<file path="src/rtl/riscv_pkg.sv">
// Shared RV64 decode definitions: opcodes, ALUOp encodings, control bundle and
// decode helpers used by decode_stage.
package riscv_pkg;

  localparam logic [6:0] OpcRtype  = 7'b0110011;
  localparam logic [6:0] OpcLoad   = 7'b0000011;
  localparam logic [6:0] OpcStore  = 7'b0100011;
  localparam logic [6:0] OpcBranch = 7'b1100011;

  typedef enum logic [1:0] {
    AluLdSt  = 2'b00,
    AluBr    = 2'b01,
    AluRtype = 2'b10
  } alu_op_e;

  typedef struct packed {
    alu_op_e alu_op;
    logic    alu_src;
    logic    reg_write;
    logic    mem_read;
    logic    mem_write;
    logic    mem_to_reg;
    logic    branch;
  } ctrl_t;

  localparam ctrl_t CtrlNop = '{AluLdSt, 1'b0, 1'b0, 1'b0, 1'b0, 1'b0, 1'b0};

  function automatic ctrl_t decode_ctrl(input logic [6:0] opcode);
    ctrl_t c;
    c = CtrlNop;
    case (opcode)
      OpcRtype: begin
        c.alu_op    = AluRtype;
        c.reg_write = 1'b1;
      end
      OpcLoad: begin
        c.alu_op     = AluLdSt;
        c.alu_src    = 1'b1;
        c.mem_read   = 1'b1;
        c.mem_to_reg = 1'b1;
        c.reg_write  = 1'b1;
      end
      OpcStore: begin
        c.alu_op    = AluLdSt;
        c.alu_src   = 1'b1;
        c.mem_write = 1'b1;
      end
      OpcBranch: begin
        c.alu_op = AluBr;
        c.branch = 1'b1;
      end
      default: c = CtrlNop;
    endcase
    return c;
  endfunction

  // Branch offset stays in halfword units; execute applies the <<1.
  function automatic logic [63:0] decode_imm(input logic [31:0] instr);
    logic [63:0] imm;
    case (instr[6:0])
      OpcLoad:   imm = {{52{instr[31]}}, instr[31:20]};
      OpcStore:  imm = {{52{instr[31]}}, instr[31:25], instr[11:7]};
      OpcBranch: imm = {{52{instr[31]}}, instr[31], instr[7], instr[30:25], instr[11:8]};
      default:   imm = 64'd0;
    endcase
    return imm;
  endfunction

endpackage

</file>
<file path="src/rtl/regfile.sv">
// 32 x 64-bit register file: two async read ports, one sync write port, x0 fixed at 0.
// Define REGFILE_BYPASS_EN to forward same-cycle write data to the read ports.
module regfile (
  input  logic        clk,
  input  logic        rst_n,
  input  logic [4:0]  i_raddr1,
  input  logic [4:0]  i_raddr2,
  output logic [63:0] o_rdata1,
  output logic [63:0] o_rdata2,
  input  logic        i_we,
  input  logic [4:0]  i_waddr,
  input  logic [63:0] i_wdata
);

  logic [63:0] r_regs [32];
  logic        w_wr_en;

  assign w_wr_en = i_we && (i_waddr != 5'd0);

  always_ff @(posedge clk or negedge rst_n) begin
    if (!rst_n) begin
      for (int i = 0; i < 32; i++) r_regs[i] <= 64'd0;
    end else if (w_wr_en) begin
      r_regs[i_waddr] <= i_wdata;
    end
  end

  always_comb begin
    o_rdata1 = (i_raddr1 == 5'd0) ? 64'd0 : r_regs[i_raddr1];
    o_rdata2 = (i_raddr2 == 5'd0) ? 64'd0 : r_regs[i_raddr2];
`ifdef REGFILE_BYPASS_EN
    if (w_wr_en && (i_waddr == i_raddr1)) o_rdata1 = i_wdata;
    if (w_wr_en && (i_waddr == i_raddr2)) o_rdata2 = i_wdata;
`endif
  end

endmodule

</file>
<file path="src/rtl/decode_stage.sv">
// RV64 decode stage: register read, immediate/control decode and the ID/EX register.
// REGFILE_BYPASS_EN selects write-through register reads inside regfile.
module decode_stage
  import riscv_pkg::*;
(
  input  logic        clk,
  input  logic        rst_n,
  input  logic        if_valid,
  input  logic [31:0] if_instr,
  input  logic [63:0] if_pc,
  input  logic        wb_we,
  input  logic [4:0]  wb_rd,
  input  logic [63:0] wb_data,
  input  logic        flush,
  input  logic        ex_ready,
  output logic        id_ready,
  output logic        ex_valid,
  output logic [63:0] A,
  output logic [63:0] B,
  output logic [63:0] C,
  output logic [63:0] PC,
  output logic [2:0]  funct3,
  output logic [6:0]  funct7,
  output logic [4:0]  rd,
  output logic [1:0]  ALUOp,
  output logic        ALUSrc,
  output logic        RegWrite,
  output logic        MemRead,
  output logic        MemWrite,
  output logic        MemtoReg,
  output logic        Branch
);

  logic [63:0] w_rs1_data, w_rs2_data;
  logic        w_load;
  logic        r_valid;
  ctrl_t       r_ctrl;
  logic [63:0] r_a, r_b, r_c, r_pc;
  logic [2:0]  r_funct3;
  logic [6:0]  r_funct7;
  logic [4:0]  r_rd;

  regfile u_regfile (
    .clk      (clk),
    .rst_n    (rst_n),
    .i_raddr1 (if_instr[19:15]),
    .i_raddr2 (if_instr[24:20]),
    .o_rdata1 (w_rs1_data),
    .o_rdata2 (w_rs2_data),
    .i_we     (wb_we),
    .i_waddr  (wb_rd),
    .i_wdata  (wb_data)
  );

  assign id_ready = !r_valid || ex_ready;
  assign w_load   = if_valid && id_ready && !flush;

  // Flush wins over a load; a drained entry keeps its stale fields.
  always_ff @(posedge clk or negedge rst_n) begin
    if (!rst_n) begin
      r_valid  <= 1'b0;
      r_ctrl   <= CtrlNop;
      r_a      <= 64'd0;
      r_b      <= 64'd0;
      r_c      <= 64'd0;
      r_pc     <= 64'd0;
      r_funct3 <= 3'd0;
      r_funct7 <= 7'd0;
      r_rd     <= 5'd0;
    end else if (flush) begin
      r_valid <= 1'b0;
      r_ctrl  <= CtrlNop;
    end else if (w_load) begin
      r_valid  <= 1'b1;
      r_ctrl   <= decode_ctrl(if_instr[6:0]);
      r_a      <= w_rs1_data;
      r_b      <= w_rs2_data;
      r_c      <= decode_imm(if_instr);
      r_pc     <= if_pc;
      r_funct3 <= if_instr[14:12];
      r_funct7 <= if_instr[31:25];
      r_rd     <= if_instr[11:7];
    end else if (ex_ready) begin
      r_valid <= 1'b0;
    end
  end

  assign ex_valid = r_valid;
  assign A        = r_a;
  assign B        = r_b;
  assign C        = r_c;
  assign PC       = r_pc;
  assign funct3   = r_funct3;
  assign funct7   = r_funct7;
  assign rd       = r_rd;
  assign ALUOp    = r_ctrl.alu_op;
  assign ALUSrc   = r_ctrl.alu_src;
  assign RegWrite = r_ctrl.reg_write;
  assign MemRead  = r_ctrl.mem_read;
  assign MemWrite = r_ctrl.mem_write;
  assign MemtoReg = r_ctrl.mem_to_reg;
  assign Branch   = r_ctrl.branch;

endmodule

</file>
<file path="config.mk">
export PLATFORM = sky130hd
export DESIGN_NAME = decode_stage
export DESIGN_NICKNAME = d
export VERILOG_FILES = /design/src/rtl/riscv_pkg.sv /design/src/rtl/regfile.sv /design/src/rtl/decode_stage.sv
export SDC_FILE = /design/constraint.sdc
export NUM_CORES = 2
export LEC_CHECK = 0
export CORE_ASPECT_RATIO = 1.1
export CORE_MARGIN = 2
export CORE_UTILIZATION = 35
export CTS_CLUSTER_SIZE = 10
export DETAILED_ROUTE_END_ITERATION = 16
export PLACE_DENSITY = 0.58
export SKIP_LAST_GASP = 1
export SYNTH_ARGS = -nofsm -noshare
export SYNTH_HDL_FRONTEND = slang
export SYNTH_SLANG_ARGS = --single-unit
</file>
<file path="constraint.sdc">
create_clock -name clk -period 1.8 [get_ports clk]
set_input_delay 0.27 -clock clk [delete_from_list [all_inputs] [get_ports clk]]
set_output_delay 0.27 -clock clk [all_outputs]
set_load 0.03 [all_outputs]
</file>
==> impl_metrics.py <==
metrics = {
    "run_status": {
        "status": "complete, but fails checks",
        "violations": "setup timing",
    },
    "floorplan": {
        "die_area_sq_um": 346000,
        "ios": 452,
        "fp.dieH_um": 617,
        "core-area_sq_um": 341000,
        "die_x_um": 561,
        "start_util": 0.351,
        "fp-row-count": 225,
    },
    "grt": {
        "antenna_found_initial": 10,
        "grt_util_met3": 0.0383,
        "grt_usage": 0.242,
        "grt_pass1_vias": 90351,
        "use_met2": 0.414,
        "use_met1": 0.299,
        "top_usage_layer": "met2",
        "overflow": 0,
        "grt_pass1_wl_mm": 626,
        "grt_max_degree": 114,
    },
    "critical_path": {
        "critPathLaunch": "ex_valid",
        "critPathKind": "reg -> reg",
        "r2r-start": "ex_valid",
        "path_cells": "nor2b_4 > inv_4 > nand2b_4 > buf_12 > buf_16 > buf_4 > o2bb2ai_1 > nor4_1 > o31ai_1",
        "rr_endpoint": "A[45]",
        "critPathLaunchType": "register",
        "cp.required_ps": 2590,
        "rr_worst_depth": 9,
        "cp_slowest_stage_delay_ps": 350,
        "cp_slowest_cell": "dfrtp_2",
        "cp-end-kind": "register",
        "crit_arrival_ps": 2880,
        "timing.critical_path.to": "A[45]",
        "rrSetupSlack_ps": -290,
        "critPathMaxFanout": 15,
    },
    "clock_network": {
        "path_clk_slew_ps": 50,
        "cts.sinks": 2274,
        "clkLatencyLatePin_ps": 940,
        "cts_tree": "yes",
        "cts_root_buf": "clkbuf_16",
        "htreeDepth": 5,
        "clockBufferDepth": 4,
        "cts_buffers": 278,
    },
    "timing": {
        "finalHoldViolCount": 0,
        "drv_slew": 0,
        "finalClockSkew_ps": 51.7,
        "tightest_slew_ps": 707,
        "layout_worst_path_cycle_share": 1.16,
        "setup_viol": 279,
        "fmax_mhz": 479,
        "period_minus_slack_ps": 2090,
        "rsz0062_at_grt": "true",
        "max_slew_margin": 0.529,
        "setup_slack_ps": -289,
    },
    "hold_path": {
        "hp-start": "if_pc[31]",
        "worstHoldPathType": "in -> reg",
    },
    "yosys": {
        "post-synth-top-area-cell": "dfrtp_1",
        "yosysTopAreaCellShare": 0.476,
        "avgSynthCellArea_sq_um": 13.3,
        "yosysSeqAreaShare": 0.476,
        "synth_cell_type_count": 57,
        "synth_warnings": 0,
        "synth-seq-cells": 2274,
        "synth-edff-count": 0,
        "ys.flop_type": "dfrtp_1",
        "postSynth.asyncResetShare": 1.00,
        "netlist_area_sq_um": 119000,
        "synth.net_count": 9152,
        "syn_inst": 8981,
        "synth.area.top_cells": "dfrtp_1 48%, mux2_2 19%, mux4_2 9.8%",
    },
    "cells_and_area": {
        "multi_input_area_sq_um": 58700,
        "utilization": 0.442,
        "seq_area_sq_um": 57000,
        "final_common_cell": "dfrtp_1",
        "final_cell_mix": "2,188 x dfrtp_1, 2,064 x mux2_2, 1,012 x mux2i_1",
        "finish.instance_area_sq_um": 150000,
        "fillers": 30546,
        "synthToLayoutAreaGrowth_pct": 26.0,
        "nets": 10243,
        "drive_gt1_frac": 0.469,
    },
    "routing": {
        "antenna_left": 0,
        "vias": 85979,
        "finalWirelength_mm": 434,
        "viasPerCell": 5.84,
        "drtIter0Drc": 6483,
        "wl_per_cell_um": 29.5,
        "dr.pass1.iters": 7,
        "drc": 0,
    },
    "placed_design": {
        "gp_congestion": 0.922,
        "port_buffers": 451,
        "dpl-instance-area_sq_um": 138000,
        "hpwl_mm": 294,
    },
    "pwr": {
        "p_per_area_nw_per_um2": 1020,
        "cellLeakagePower_uw": 0.0670,
        "peakVddDrop_v": 0.000705,
    },
    "job": {
        "cap_violations": 0,
    },
}
-- power breakdown --
part | switching, uW | total, uW | internal (uW)
Combinational | 14800 | 33700 | 18900
Clock | 22300 | 51800 | 29500
Sequential | 7430 | 68000 | 60600
Total | 44500 | 153000 | 109000
-- cell usage after synthesis (14+ instances only) --
cell type,count
buf_2,324
nand2_1,401
a21boi_0,115
mux2_2,2064
o2bb2ai_1,117
nor2_1,136
mux2i_1,1012
o21ai_0,246
a21oi_1,253
mux4_2,521
dfrtp_1,2274
buf_1,62
o31ai_1,120
o221ai_1,239
a22o_1,14
nor4_1,116
buf_6,16
buf_4,115
clkbuf_1,518
o22ai_1,134
mux2_1,47
-- sequential cells by signal (all words and copies together), names as in the netlist --
signal,count
rd,5
funct3,3
A,64
ALUSrc,1
B,64
MemRead,1
MemWrite,1
RegWrite,1
PC,64
ex_valid,1
funct7,7
C,12
ALUOp,2
u_regfile.r_regs,2048
-- cells by family after synthesis --
| logic type | Yosys count | synth area share |
|---|---|---|
| compound gates | 1288 | 0.0733 |
| flops | 2274 | 0.476 |
| simple gates | 735 | 0.0276 |
| mux | 3644 | 0.382 |
| buf+inv | 1040 | 0.0407 |
-- worst min path at each step --
stage | endpoint | cells past startpoint
final | PC[31] | 3
after detailed placement | u_regfile.r_regs[1779] | 1
after global placement | u_regfile.r_regs[1779] | 1
after floorplan | ALUOp[0] | 0
after CTS | PC[31] | 3
after global routing | PC[31] | 3
-- repair_timing --
item / 4_1_cts / 5_1_grt
hold buffers: 75 / 0
setup buffers: 134 / 58
pin swaps: 18 / 36
hold endpoints to repair: 2352 / 0
setup endpoints to repair: 492 / 398
cloned: 11 / 18
gates resized for setup: 1435 / 175
-- cell type report --
type,count,share of cell area
well taps,4540,0.0377
repair buffers,1848,0.140
multi-input cells,5667,0.390
diodes,6,0.0000998
clock buffers,358,0.0500
clock inverters,33,0.00302
flip-flops and latches,2274,0.379
inverters,3,0.0000915
-- through the flow --
step,setup TNS [ps],instances,total power (uW),hold slack [ps],setup slack (ps)
2_1_floorplan,-3170,8981,87800,-25.6,-66.2
3_3_place_gp,-1262510,14043,98800,119,-1020
3_5_place_dp,-1233190,14043,101000,123,-932
4_1_cts,-46770,14652,154000,6.09,-254
5_1_grt,-64880,14727,160000,20.4,-334
6_report,-43880,14729,153000,27.7,-289
-- critical path, delay by kind of cell, from the launching register on --
kind / cells / cell delay, ps
AOI/OAI and AO/OA: 2 / 430
DFF: 1 / 350
and+or+nand+nor: 3 / 370
buffers and inverters: 4 / 710
-- metal layers --
metal | wire length, um | share of wire | up-vias
li1 | - | - | 35999
met1 | 171000 | 0.39 | 45683
met2 | 214000 | 0.49 | 3276
met3 | 26100 | 0.060 | 1019
met4 | 22600 | 0.052 | 2
met5 | 17 | 0.000039 | -
No activity file was read; power rests on OpenSTA's default activity.
